File: config.mk
export PLATFORM = sky130hd
export DESIGN_NAME = sb_param
export DESIGN_NICKNAME = d
export VERILOG_FILES = /design/src/rtl/sb_param_pkg.sv /design/src/rtl/sb_param_out.sv /design/src/rtl/sb_param.sv
export SDC_FILE = /design/constraint.sdc
export NUM_CORES = 1
export LEC_CHECK = 0
export BUFFER_PORTS_ARGS = -buffer_cell sky130_fd_sc_hd__buf_2
export CAP_MARGIN = 20
export CORE_AREA = 2 2 145 147
export DETAILED_ROUTE_END_ITERATION = 8
export DIE_AREA = 0 0 147 149
export PLACE_DENSITY = 0.59
export SYNTH_ARGS = -nofsm -noshare
export SYNTH_HDL_FRONTEND = slang
export SYNTH_HIERARCHICAL = 1
export SYNTH_SLANG_ARGS = --single-unit
File: constraint.sdc
create_clock -name clk -period 2.1 [get_ports clk]
set_input_delay 0.21 -clock clk [delete_from_list [all_inputs] [get_ports clk]]
set_output_delay 0.21 -clock clk [all_outputs]
set_load 0.01 [all_outputs]
File: src/rtl/sb_param_pkg.sv
`default_nettype none
// +--------------------------------------------------------------------------+
// | sb_param_pkg : shared constants and source-side decode for sb_param       |
// | Rev 1.0                                                                   |
// +--------------------------------------------------------------------------+
package sb_param_pkg;

    localparam int          SEL_W           = 2;
    localparam logic [1:0]  SEL_PE          = 2'd3;
    localparam logic [7:0]  REG_WORD_BASE   = 8'h80;
    localparam int          FIELDS_PER_WORD = 16;

    typedef logic [SEL_W-1:0] sel_t;

    // Selects 0..2 walk the other three sides in ascending order, skipping our own.
    function automatic logic [1:0] src_side(input logic [1:0] out_side, input sel_t sel);
        return (sel < out_side) ? sel : sel + 2'd1;
    endfunction

endpackage
`default_nettype wire

File: src/rtl/sb_param_out.sv
`default_nettype none
// +--------------------------------------------------------------------------+
// | sb_param_out : one switch-box output, 4:1 mux with optional stallable reg |
// | Optional register build: SB_PARAM_PIPE_REG_EN          Rev 1.0            |
// +--------------------------------------------------------------------------+
module sb_param_out
    import sb_param_pkg::*;
#(
    parameter int WIDTH = 16
) (
`ifdef SB_PARAM_PIPE_REG_EN
    input  logic             clk,
    input  logic             reset,
    input  logic             i_stall,
    input  logic             i_reg_en,
`endif
    input  logic [WIDTH-1:0] i_src0,
    input  logic [WIDTH-1:0] i_src1,
    input  logic [WIDTH-1:0] i_src2,
    input  logic [WIDTH-1:0] i_pe,
    input  sel_t             i_sel,
    output logic [WIDTH-1:0] o_data
);

    logic [WIDTH-1:0] w_mux;

    always_comb begin
        w_mux = i_pe;
        case (i_sel)
            2'd0:    w_mux = i_src0;
            2'd1:    w_mux = i_src1;
            2'd2:    w_mux = i_src2;
            SEL_PE:  w_mux = i_pe;
            default: w_mux = i_pe;
        endcase
    end

`ifdef SB_PARAM_PIPE_REG_EN
    logic [WIDTH-1:0] r_pipe;

    // The register keeps tracking the mux even while bypassed, so re-enabling it never exposes stale data.
    always_ff @(posedge clk) begin
        if (reset) begin
            r_pipe <= '0;
        end else if (!i_stall) begin
            r_pipe <= w_mux;
        end
    end

    assign o_data = i_reg_en ? r_pipe : w_mux;
`else
    assign o_data = w_mux;
`endif

endmodule
`default_nettype wire

File: src/rtl/sb_param.sv
`default_nettype none
// +--------------------------------------------------------------------------+
// | sb_param : parameterised 4-sided switch box with memory-mapped config     |
// | Optional pipeline registers: SB_PARAM_PIPE_REG_EN      Rev 1.0            |
// +--------------------------------------------------------------------------+
module sb_param
    import sb_param_pkg::*;
#(
    parameter int          WIDTH      = 16,
    parameter int          NUM_TRACKS = 2,
    parameter logic [23:0] CFG_BASE   = 24'h000000
) (
    input  logic                          clk,
    input  logic                          reset,
    input  logic [WIDTH-1:0]              pe_output,
    input  logic [4*NUM_TRACKS*WIDTH-1:0] in_data,
    output logic [4*NUM_TRACKS*WIDTH-1:0] out_data,
    input  logic                          stall,
    input  logic                          config_en,
    input  logic                          config_rd,
    input  logic [31:0]                   config_addr,
    input  logic [31:0]                   config_data,
    output logic [31:0]                   config_rdata
);

    localparam int NOUT = 4 * NUM_TRACKS;

    logic [SEL_W*NOUT-1:0] r_sel;
    logic [31:0]           r_rdata;
    logic [31:0]           w_rword;
    logic                  w_hit;
    logic [7:0]            w_word;
    logic                  w_unused_ok;

    assign w_hit  = (config_addr[31:8] == CFG_BASE);
    assign w_word = config_addr[7:0];

    always_ff @(posedge clk) begin
        if (reset) begin
            r_sel <= '0;
        end else if (config_en && w_hit) begin
            for (int o = 0; o < NOUT; o++) begin
                if (w_word == 8'(o / FIELDS_PER_WORD)) begin
                    r_sel[SEL_W*o +: SEL_W] <= config_data[SEL_W*(o % FIELDS_PER_WORD) +: SEL_W];
                end
            end
        end
    end

`ifdef SB_PARAM_PIPE_REG_EN
    logic [NOUT-1:0] r_ren;

    always_ff @(posedge clk) begin
        if (reset) begin
            r_ren <= '0;
        end else if (config_en && w_hit) begin
            for (int o = 0; o < NOUT; o++) begin
                if (w_word == REG_WORD_BASE + 8'(o / 32)) begin
                    r_ren[o] <= config_data[o % 32];
                end
            end
        end
    end
`endif

    // Readback is built from the current registers, so a same-cycle write is not visible yet.
    always_comb begin
        w_rword = '0;
        if (w_hit) begin
            for (int o = 0; o < NOUT; o++) begin
                if (w_word == 8'(o / FIELDS_PER_WORD)) begin
                    w_rword[SEL_W*(o % FIELDS_PER_WORD) +: SEL_W] = r_sel[SEL_W*o +: SEL_W];
                end
            end
`ifdef SB_PARAM_PIPE_REG_EN
            for (int o = 0; o < NOUT; o++) begin
                if (w_word == REG_WORD_BASE + 8'(o / 32)) begin
                    w_rword[o % 32] = r_ren[o];
                end
            end
`endif
        end
    end

    always_ff @(posedge clk) begin
        if (reset) begin
            r_rdata <= '0;
        end else if (config_rd) begin
            r_rdata <= w_rword;
        end
    end

    assign config_rdata = r_rdata;

    // Data bits above the populated fields (and stall in the combinational build) are don't-care.
    assign w_unused_ok = ^{config_data, stall};

    for (genvar s = 0; s < 4; s++) begin : g_side
        for (genvar t = 0; t < NUM_TRACKS; t++) begin : g_track
            localparam int O    = s * NUM_TRACKS + t;
            localparam int SRC0 = int'(src_side(2'(s), 2'd0));
            localparam int SRC1 = int'(src_side(2'(s), 2'd1));
            localparam int SRC2 = int'(src_side(2'(s), 2'd2));

            sb_param_out #(
                .WIDTH (WIDTH)
            ) u_out (
`ifdef SB_PARAM_PIPE_REG_EN
                .clk      (clk),
                .reset    (reset),
                .i_stall  (stall),
                .i_reg_en (r_ren[O]),
`endif
                .i_src0   (in_data[(SRC0*NUM_TRACKS+t)*WIDTH +: WIDTH]),
                .i_src1   (in_data[(SRC1*NUM_TRACKS+t)*WIDTH +: WIDTH]),
                .i_src2   (in_data[(SRC2*NUM_TRACKS+t)*WIDTH +: WIDTH]),
                .i_pe     (pe_output),
                .i_sel    (r_sel[SEL_W*O +: SEL_W]),
                .o_data   (out_data[O*WIDTH +: WIDTH])
            );
        end
    end

endmodule
`default_nettype wire

-- Word-level counts from Yosys, hierarchy flattened
Index checks and enable logic that the tools add are counted.
- flip-flop bits (word level): 32
- output and inout port bits: 160
- word-level logic and storage cells: 55
- input port bits: 213
- reduce and logical (&&, ||, !) cells: 12
- muxes and demuxes: 17
- equal/unequal tests: 24
- operators with widths (cell ; number):
    16-bit case mux with 4 select lines ; 8
    2-bit == test, second input constant ; 16
    24-bit logical NOT ; 1
    2-bit by 1-bit == test with 1-bit output, second input constant ; 8
    2-bit logical NOT ; 8
    16-bit 2-to-1 mux ; 1
    2-bit 2-to-1 mux ; 8
    8-bit logical NOT ; 1
    2-bit AND reduction ; 1
    1-bit logical AND ; 1

-- Logic depth before layout (Yosys ltp)
Gate-level depths: netlist (run 1).
- word-level depth: 3
- gate-level depth with buffers: 5
- depth with buffers taken out: 4

-- Modules after synthesis
The synthesis (run 1) kept the hierarchy.
- modules (own cells, without submodules) (module ; instances ; cells each ; sequential area each (um2) ; area an instance (um2)):
    sb_param_out ; 8 ; 20 ; 0.0 ; 424.2
    sb_param ; 1 ; 184 ; 640.6 ; 1645.3

-- Worst setup path after synthesis (run 1)
Ideal clock, no wire load.
- path kind: input -> register
- start: input config_addr[12]
- end: register r_sel[0]
- path buffers: 1
- setup time: 0.072 ns
- arrival time: 1.504 ns
- setup slack: 0.525 ns
- required time: 2.028 ns
- stages: 5
- path through: nor4_1 > nand4_2 > nor3_4 > buf_12 > mux2i_1
- longest elaborated chain between the ends: 3
- ends and longest elaborated chain (what ; RTL line ; RTL):
    start: declaration ; sb_param.sv:21 ; input logic [31:0] config_addr,
    24-bit logical NOT ; sb_param.sv:35 ; assign w_hit = (config_addr[31:8] == CFG_BASE);
    1-bit logical AND ; sb_param.sv:41 ; end else if (config_en && w_hit) begin
    2-bit AND reduction (no line) ; -- ;
    end signal: indexed assignment ; sb_param.sv:44 ; r_sel[SEL_W*o +: SEL_W] <= config_data[SEL_W*(o % FIELDS_PER_WORD) +: SEL_W];
    end: declaration ; sb_param.sv:28 ; logic [SEL_W*NOUT-1:0] r_sel;
Every way passes these cells.
A chain may end at the register's enable or synchronous reset.

-- Final worst setup path (run 1)
- start: register r_sel[6]
- end: output out_data[48]
- longest elaborated chain between the ends: 2
- elaborated cells on any way between the ends: 5
- classes of those cells: eq/ne: 3; mux: 1; reduce/logical: 1
- ends and longest elaborated chain (what ; RTL line ; RTL):
    2-bit == test (tied with other cells) ; sb_param_out.sv:29 ; case (i_sel)
    16-bit case mux with 4 select lines (*) ; sb_param_out.sv:29 ;
    end: declaration ; sb_param.sv:17 ; output logic [4*NUM_TRACKS*WIDTH-1:0] out_data,
Every way passes the cells marked *; elsewhere a longest branch is shown, timed or not.

==> results of run 1 <==
per-stage QoR:
stage / power (mW) / area (sq um)
final: 2.075 / 7022
after global routing: 2.171 / 7022
after CTS: 2.099 / 7022
after detailed placement: 1.367 / 6875
after global placement: 1.357 / 6875
after floorplan: 0.9548 / 5095
power groups by stage:
stage / Clock (mW) / Combinational, mW / Sequential, mW
floorplan: 0 / 0.334 / 0.620
global placement: 0 / 0.736 / 0.620
detailed placement: 0 / 0.746 / 0.620
CTS: 0.744 / 0.748 / 0.607
global route: 0.767 / 0.797 / 0.607
finish: 0.726 / 0.741 / 0.608
cells by family after synthesis:
family	synth area share, %
simple gates	8.667
compound gates	3.178
other cells	0.07443
flops	12.71
buf+inv	11.40
mux	63.97
routing by layer:
layer	vias up	global-route usage, %
met5	-	0
met4	8	3.365
met3	22	4.037
met2	302	34.77
met1	2350	20.81
li1	2112	-
how the worst max path moves through the flow:
stage / startpoint / to / slack [ps] / cells after the start
final: r_sel[6] / out_data[48] / 170 / 3
after global routing: r_sel[4] / out_data[47] / 80 / 3
after CTS: r_sel[0] / out_data[0] / 150 / 3
after detailed placement: config_addr[12] / r_sel[11] / 430 / 6
after global placement: r_sel[4] / out_data[33] / 450 / 3
after floorplan: config_addr[12] / r_sel[0] / 520 / 5
placed cells by master, fill, tap and decap left out, types with 16 or more instances in the layout:
master | netlist | final
buf_2 | 18 | 339
mux4_2 | 80 | 80
mux4_1 | 48 | 48
nand2b_1 | 32 | 32
dfxtp_1 | 32 | 32
inv_1 | 17 | 17
mux2i_1 | 16 | 16
nand2_1 | 16 | 16
o32a_1 | 16 | 16
nor2_1 | 16 | 16
conb_1 | 1 | 16
synthesized netlist by cell type, types with 7 or more instances:
| cell | instances | area share [%] |
|---|---|---|
| mux4_2 | 80 | 36 |
| mux4_1 | 48 | 25 |
| dfxtp_1 | 32 | 13 |
| nand2b_1 | 32 | 4.0 |
| buf_2 | 18 | 1.8 |
| inv_1 | 17 | 1.3 |
| buf_4 | 16 | 2.4 |
| mux2i_1 | 16 | 3.2 |
| nand2_1 | 16 | 1.2 |
| nor2_1 | 16 | 1.2 |
| o32a_1 | 16 | 3.2 |
| buf_12 | 9 | 3.6 |
| buf_6 | 8 | 1.8 |
| clkbuf_1 | 7 | 0.52 |
cell type report:
class | instances | area [sq um]
fill | 2091 | 13540
multi-input combinational | 251 | 3880
timing repair buffer | 359 | 1947
sequential | 32 | 640.6
tap | 275 | 344.1
clock buffer | 8 | 146.4
inverter | 17 | 63.81
worst min-delay path, cell delays in order:
cell	delay (ps)
buf_2	90
nand2b_1	50
mux2i_1	60
flip-flops by register name, indices dropped and copies added (netlist names):
name / count
r_sel: 16
config_rdata: 16
==> summary.txt, run 1 <==
# resized after CTS: 0
Starting Density: 24.51%
Maxcap violations: 0
CTS Hold Buffers Added: 0
Routed wire length: 20,940 microns
Worst EP arrival: 1720 ps
EDFF count, synth: 0
Final antenna-violating net count: 0
Die Span X: 147 microns
Fraction of layout cells with a size suffix above 1: 67.77%
Synthesized netlist cell count: 344
Gate power share: 35.7%
Met3 wire len: 1857 microns
Final design utilization: 34.16%
GRT Resource Usage Total: 18.13%
CTS Buffer Depth: 2
Clock-pin slew on the worst setup and hold paths: 50 ps
Inst Count DP: 934
Synth-to-Final Area Change: 39.36%
Final nets: 879
H-tree lvl count: 2
DR pass1 iterations: 4
Max incr delay on CP: 580 ps
NetSw: 608.0 uW
Post-Syn Area: 5039 sq um
Commonest register cell after synthesis: dfxtp_1
Vias post-DR: 4,794
Flops & latches, synth: 32
Initial DRC count: 200
Bufs and invs on worst path: 2
Wire per inst: 22.23 microns
Antenna violations before repair: 5
Final Max Tran Viols: 0
Internal power: 1.467 mW
Peak VDD IR: 0.3913 mV
Vias in the first global route: 4,632
Yosys cell types: 20
Synth Area per Inst: 14.65 sq um
Post-synthesis sequential area ratio: 12.71%
Clk_lat worst skew: 270 ps
CP endpoint kind: output port
R2r endpoint: config_rdata[1]
Worst hold endpoint: r_sel[6]
Num Clock Sinks: 32
I/O pins: 373
Std-Cell Rows: 53
Cell area power density: 295.5 nW/um^2
Switching share of power: 29.30%
Buffers on Ports: 339
Worst min-delay path category: in -> reg
Largest net degree at the start of global routing: 49
Worst slew margin: 56.10%
CP delay by family, top: multiplexers
Least-Margin Pin Slew: 658.6 ps
Hold Crit Start: config_data[6]
Hold depth: 3
Final min period: 1925 ps
Critical path's slowest cell: mux4_1
Hold_ws: 188.9 ps
CTS tree: built
WP data required: 1890 ps
Antenna Diode Count: 0
Critical Path, Cell by Cell: buf_12 -> mux4_1 -> buf_2
Post-Layout Cell Count: 942
First-pass GRT wire length: 29,460 microns
Pre-CTS setup slack: 427.8 ps
Hold Vio Cnt, Final: 0
Setup total negative slack: 0 ps
Overflow after GRT: 0
Met2 wire length: 11,170 microns
Die Y: 149 microns
Status: completed
Hpwl dp: 17,480 microns
Drt via density: 5.089
Clock skew: 2.193 ps
Max Freq: 519.4 MHz
Clock power frac: 35.0%
Leak: 2.843 nW
Core area: 20,560 sq um
Max Fanout on Critical Path: 15
M1 WL: 7573 microns
Highest Signal Layer: met5
RSZ-0062 raised after global routing: false
Seq pwr share: 29.3%
Worst reg2reg path depth: 4
Die ar.: 21,900 sq um
Post-CTS Setup Inserts: 0
GPL Wtd Cong: 0.8186
Worst Setup Slack, final: 174.6 ps
DRC viols: 0
CP Class: reg -> out
CTS Buf Count: 5
Reg2Reg Launch Point: r_sel[1]
Worst reg2reg setup slack: 970 ps
# setup viols final: 0
Startpoint Class: flip-flop
Synth warnings: 6
Root Driver: clkbuf_16
Fin crit share: 91.68%
FFs w/ async S/R, synth: 0%
Power figures use the tool's default switching activity.
==> run 2: changes to the inputs <==
--- a/config.mk
+++ b/config.mk
@@ -7,10 +7,10 @@
 export LEC_CHECK = 0
 export BUFFER_PORTS_ARGS = -buffer_cell sky130_fd_sc_hd__buf_2
 export CAP_MARGIN = 20
-export CORE_AREA = 2 2 145 147
+export CORE_AREA = 2 2 146 148
 export DETAILED_ROUTE_END_ITERATION = 8
-export DIE_AREA = 0 0 147 149
-export PLACE_DENSITY = 0.59
+export DIE_AREA = 0 0 148 150
+export PLACE_DENSITY = 0.58
 export SYNTH_ARGS = -nofsm -noshare
 export SYNTH_HDL_FRONTEND = slang
 export SYNTH_HIERARCHICAL = 1
==> run 2 against run 1 <==
  * Total power up 2.4%
  * Largest cell class unchanged
  * Core utilization decreased by 0.24 points
  * First-iteration DRC count grew 11%
  * Final cell count increased by 0.53%
  * Non-clock buffer count grew 5
==> summary.txt, run 2 (synthesized netlist as in run 1, its figures left out) <==
Status: completed
Clk_lat worst skew: 280 ps (about the same)
Die Span X: 148 microns (+0.68%)
Worst slew margin: 55.98% (-0.12 points)
First-pass GRT wire length: 29,930 microns (+1.6%)
Worst EP arrival: 1710 ps (about the same)
CP Class: reg -> out
CTS Hold Buffers Added: 0 (unchanged)
CTS Buffer Depth: 2 (unchanged)
Vias in the first global route: 4,735 (+2.2%)
Peak VDD IR: 0.3805 mV (-2.7%)
Startpoint Class: flip-flop
Bufs and invs on worst path: 2 (unchanged)
H-tree lvl count: 2 (unchanged)
CTS Buf Count: 5 (unchanged)
WP data required: 1890 ps (about the same)
DR pass1 iterations: 5 (+1)
Die ar.: 22,200 sq um (+1.4%)
Critical path's slowest cell: mux4_1
Num Clock Sinks: 32 (unchanged)
Seq pwr share: 28.6% (-0.7 points)
Hold Vio Cnt, Final: 0 (unchanged)
Root Driver: clkbuf_16
NetSw: 632.3 uW (+4.0%)
Final Max Tran Viols: 0 (unchanged)
Worst min-delay path category: in -> reg
Overflow after GRT: 0 (unchanged)
Commonest non-fill, non-tap cells in the layout: buf_2 (339), mux4_2 (80), mux4_1 (48), nand2b_1 (32), dfxtp_1 (32)
DRC viols: 0 (unchanged)
Max Freq: 519.6 MHz (about the same)
CP delay by family, top: multiplexers
GPL Wtd Cong: 0.8132 (-0.66%)
Starting Density: 24.35% (-0.16 points)
Final min period: 1924 ps (-0.9910 ps)
Post-CTS Setup Inserts: 0 (unchanged)
Reg2Reg Launch Point: r_sel[1]
Clock power frac: 35.9% (+0.9 points)
Fin crit share: 91.64% (about the same)
Max incr delay on CP: 580 ps (about the same)
# setup viols final: 0 (unchanged)
Die Y: 150 microns (+0.67%)
Critical Path, Cell by Cell: buf_12 -> mux4_1 -> buf_2
I/O pins: 373 (unchanged)
Inst Count DP: 939 (+0.54%)
Fraction of layout cells with a size suffix above 1: 68.26% (+0.49 points)
Largest net degree at the start of global routing: 49 (unchanged)
Synth-to-Final Area Change: 39.28% (about the same)
Buffers on Ports: 339 (unchanged)
Power Total: 2.124 mW (+2.4%)
Std-Cell Rows: 53 (unchanged)
Final nets: 884 (+0.57%)
Setup total negative slack: 0 ps (unchanged)
Wire per inst: 22.84 microns (+2.7%)
Core area: 20,690 sq um (+0.65%)
Switching share of power: 29.77% (+0.46 points)
Least-Margin Pin Slew: 660.3 ps (+1.772 ps)
Antenna violations before repair: 1 (-4)
Clock-pin slew on the worst setup and hold paths: 50 ps (about the same)
Gate power share: 35.5% (-0.2 points)
Reg area: 640.6 sq um (unchanged)
Crit path launch: r_sel[4]
GRT Resource Usage Total: 18.25% (+0.13 points)
Commonest non-fill, non-tap cell in the layout: buf_2
Hold Crit Start: config_data[3]
Filler cell count: 2,077 (-0.67%)
Hold_ws: 186.4 ps (-2.409 ps)
Initial DRC count: 222 (+11%)
Hpwl dp: 17,790 microns (+1.8%)
Clock skew: 4.745 ps (+2.552 ps)
# resized after CTS: 0 (unchanged)
Post-Layout Cell Count: 947 (+0.53%)
Maxcap violations: 0 (unchanged)
Leak: 2.864 nW (+0.75%)
CTS tree: built
Cell area power density: 302.7 nW/um^2 (+2.4%)
CP endpoint kind: output port
Internal power: 1.492 mW (+1.7%)
Final antenna-violating net count: 0 (unchanged)
Max Fanout on Critical Path: 16 (+1)
Vias post-DR: 4,885 (+1.9%)
Area of the multi-input gates: 3880 sq um (unchanged)
RSZ-0062 raised after global routing: false
Drt via density: 5.158 (+1.4%)
Routed wire length: 21,630 microns (+3.3%)
==> run 2: cell types whose count changed in the layout (fill, tap and decap cells not counted), sizes merged <==
| cell | previous run | this run |
|---|---|---|
| diode | 0 | 1 |
| buf | 359 | 364 |
| clkbuf | 8 | 7 |
==> run 2: metal layers <==
metal | global-route usage (%) | vias up | part of all wire [%]
met5 | 0 | - | 0
met4 | 4.476 | 0 | 1.8
met3 | 3.110 | 17 | 8.4
met2 | 34.14 | 319 | 53
met1 | 21.70 | 2436 | 37
li1 | - | 2113 | -
==> run 2: final timing paths <==
path | slack (ps) | cells after the start | endpoint
worst max register to register | 730 | 4 | config_rdata[1]
worst max-delay path | 180 | 3 | out_data[46]
worst min register to register | 500 | 2 | r_sel[3]
worst min-delay path | 190 | 3 | r_sel[3]
==> run 2: layout make-up <==
cell class              count  area share [%]
clock buffers               7           2.175
multi-input cells         251           55.29
repair buffers            364           27.56
inverters                  17          0.9093
well taps                 275           4.903
diodes                      1         0.03566
flip-flops and latches     32           9.128
==> run 2: worst min-delay path: cells and delay by family <==
family                 cells  cell delay, ps
buffers and inverters      1              90
muxes                      1              60
and+or+nand+nor            1              50
==> run 2: metrics by stage <==
step / util, % / area, sq um / setup WS, ps
finish: 33.92 / 7018 / 175.6
global route: 33.91 / 7015 / 116.3
CTS: 33.91 / 7015 / 157.1
detailed placement: 33.17 / 6863 / 403.9
global placement: 33.17 / 6863 / 415.6
floorplan: - / 5095 / 524.8
==> run 2: power by group through the flow <==
stage | Sequential [mW] | Clock (mW) | Combinational [mW]
2_1_floorplan | 0.620 | 0 | 0.334
3_3_place_gp | 0.620 | 0 | 0.747
3_5_place_dp | 0.620 | 0 | 0.756
4_1_cts | 0.607 | 0.786 | 0.759
5_1_grt | 0.607 | 0.806 | 0.805
6_report | 0.608 | 0.763 | 0.753
==> run 3: changes to the inputs <==
==> constraint.sdc (replaced) <==
create_clock -name clk -period 2.3 [get_ports clk]
set_input_delay 0.23 -clock clk [delete_from_list [all_inputs] [get_ports clk]]
set_output_delay 0.23 -clock clk [all_outputs]
set_load 0.01 [all_outputs]
==> run 3 against run 2 <==
  * Clock skew fell by 1.2 ps
  * Sequential share of layout area barely moved
  * Critical path depth did not move
  * Die area did not move
  * Sequential cell count did not move
  * Global-route usage fell by 0.19 points
  * Total power fell by 9.9%
  * Sequential power fell by 8.7%
==> summary.txt, run 3 (synthesized netlist as in run 1, its figures left out) <==
Startpoint Class: flip-flop
CTS Buf Count: 5 (unchanged)
Clk_lat worst skew: 280 ps (about the same)
Fin crit share: 88.38%
Max incr delay on CP: 610 ps (+30 ps)
I/O pins: 373 (unchanged)
Vias in the first global route: 4,728 (-0.15%)
First-pass GRT wire length: 29,840 microns (-0.30%)
RSZ-0062 raised after global routing: false
Critical path depth: 3 (unchanged)
Antenna violations before repair: 1 (unchanged)
Critical path's slowest cell: mux4_1
Fraction of layout cells with a size suffix above 1: 68.16% (-0.095 points)
Reg2Reg Launch Point: r_sel[4]
Status: completed
Setup total negative slack: 0 ps (unchanged)
Worst reg2reg path depth: 4 (unchanged)
Worst min-delay path category: in -> reg
# setup viols final: 0 (unchanged)
CTS Hold Buffers Added: 0 (unchanged)
Clock-pin slew on the worst setup and hold paths: 50 ps (about the same)
Largest net degree at the start of global routing: 49 (unchanged)
Commonest non-fill, non-tap cell in the layout: buf_2
CP delay by family, top: multiplexers
Cell area power density: 272.8 nW/um^2 (-9.9%)
Initial DRC count: 213 (-4.1%)
GRT Resource Usage Total: 18.06% (-0.19 points)
Worst slew margin: 54.33% (-1.6 points)
# resized after CTS: 0 (unchanged)
CP Class: reg -> out
Hpwl dp: 17,630 microns (-0.93%)
Clock skew: 3.510 ps (-1.235 ps)
Final antenna-violating net count: 0 (unchanged)
Post-CTS Setup Inserts: 0 (unchanged)
CP endpoint kind: output port
Root Driver: clkbuf_16
Least-Margin Pin Slew: 685.1 ps (+24.73 ps)
DR pass1 iterations: 7 (+2)
Synth-to-Final Area Change: 39.21% (about the same)
DRC viols: 0 (unchanged)
Worst EP arrival: 1800 ps (+90 ps)
Core area: 20,690 sq um (unchanged)
CTS Buffer Depth: 2 (unchanged)
Final min period: 2033 ps
Crit path launch: r_sel[0]
Final nets: 881 (-0.34%)
CTS tree: built
Max Freq: 491.9 MHz
Vias post-DR: 4,860 (-0.51%)
Worst reg2reg setup slack: 1080 ps (+350 ps)
Drt via density: 5.148 (-0.20%)
Pre-CTS setup slack: 550.4 ps (+146.5 ps)
Overflow after GRT: 0 (unchanged)
Max Fanout on Critical Path: 6 (-10)
Antenna Diode Count: 0 (-1)
Final Max Tran Viols: 0 (unchanged)
Maxcap violations: 0 (unchanged)
GPL Wtd Cong: 0.8083 (-0.60%)
R2r endpoint: config_rdata[4]
Hold Vio Cnt, Final: 0 (unchanged)
Std-Cell Rows: 53 (unchanged)
Wire per inst: 22.39 microns (-2.0%)
Num Clock Sinks: 32 (unchanged)
Commonest non-fill, non-tap cells in the layout: buf_2 (339), mux4_2 (80), mux4_1 (48), nand2b_1 (32), dfxtp_1 (32)
Leak: 2.854 nW (-0.36%)
Die Span X: 148 microns (unchanged)
Die ar.: 22,200 sq um (unchanged)
H-tree lvl count: 2 (unchanged)
Critical Path, Cell by Cell: buf_4 -> mux4_1 -> buf_2
Die Y: 150 microns (unchanged)
WP data required: 2070 ps (+180 ps)
Bufs and invs on worst path: 2 (unchanged)
Worst Setup Slack, final: 267.3 ps (+91.63 ps)
Peak VDD IR: 0.3434 mV (-9.8%)
Starting Density: 24.35% (unchanged)
Worst Setup EP: out_data[1]
Routed wire length: 21,140 microns (-2.3%)
Buffers on Ports: 339 (unchanged)
## run 3: cell count changes in the layout (fill, tap and decap cells not counted)
cell,previous run,this run
buf_4,21,16
clkinv_2,0,2
diode_2,1,0
clkbuf_8,2,1
buf_12,4,6
## run 3: through the flow
stage | cells | total power [mW] | cell area (sq um) | hold WS (ps) | utilization (%)
floorplan | 359 | 0.8718 | 5095 | 385.3 | -
global placement | 936 | 1.249 | 6865 | 489.9 | 33.18
detailed placement | 936 | 1.255 | 6865 | 499.1 | 33.18
CTS | 944 | 1.926 | 7014 | 206.4 | 33.90
global route | 944 | 1.990 | 7014 | 221.2 | 33.90
finish | 944 | 1.913 | 7014 | 208.2 | 33.90
## run 3: area by class of cell
class,count,area [sq um]
fill,2089,13680
sequential,32,640.6
clock inverter,2,10.01
clock buffer,6,138.9
multi-input combinational,251,3880
inverter,17,63.81
timing repair buffer,361,1937
tap,275,344.1
## run 3: worst min path at each step
stage	slack [ps]	endpoint	depth (start not counted)	from
2_1_floorplan	390	r_sel[11]	2	config_data[11]
3_3_place_gp	490	r_sel[3]	2	r_sel[3]
3_5_place_dp	500	r_sel[7]	3	config_data[7]
4_1_cts	210	r_sel[7]	3	config_data[7]
5_1_grt	220	r_sel[7]	3	config_data[7]
6_report	210	r_sel[7]	3	config_data[7]
## run 3: report_power, final
part / leakage, nW / total [mW] / internal (mW) / switching, mW
clock network: 0.0766 / 0.672 / 0.426 / 0.245
registers: 0.258 / 0.555 / 0.555 / 0.0000000000960
logic: 2.52 / 0.687 / 0.354 / 0.333
total: 2.85 / 1.91 / 1.33 / 0.579
## run 3: metal layers
metal | up-vias | track usage (%) | part of all wire [%]
li1 | 2113 | - | -
met3 | 21 | 2.683 | 7.6
met1 | 2398 | 21.51 | 38
met4 | 0 | 4.238 | 1.9
met2 | 328 | 34.12 | 53
met5 | - | 0 | 0
## run 3: tightest hold or removal path, delay by kind of cell
| family | cells | cell delay (ps) |
|---|---|---|
| simple gates | 1 | 50 |
| mux | 1 | 60 |
| buf+inv | 1 | 90 |
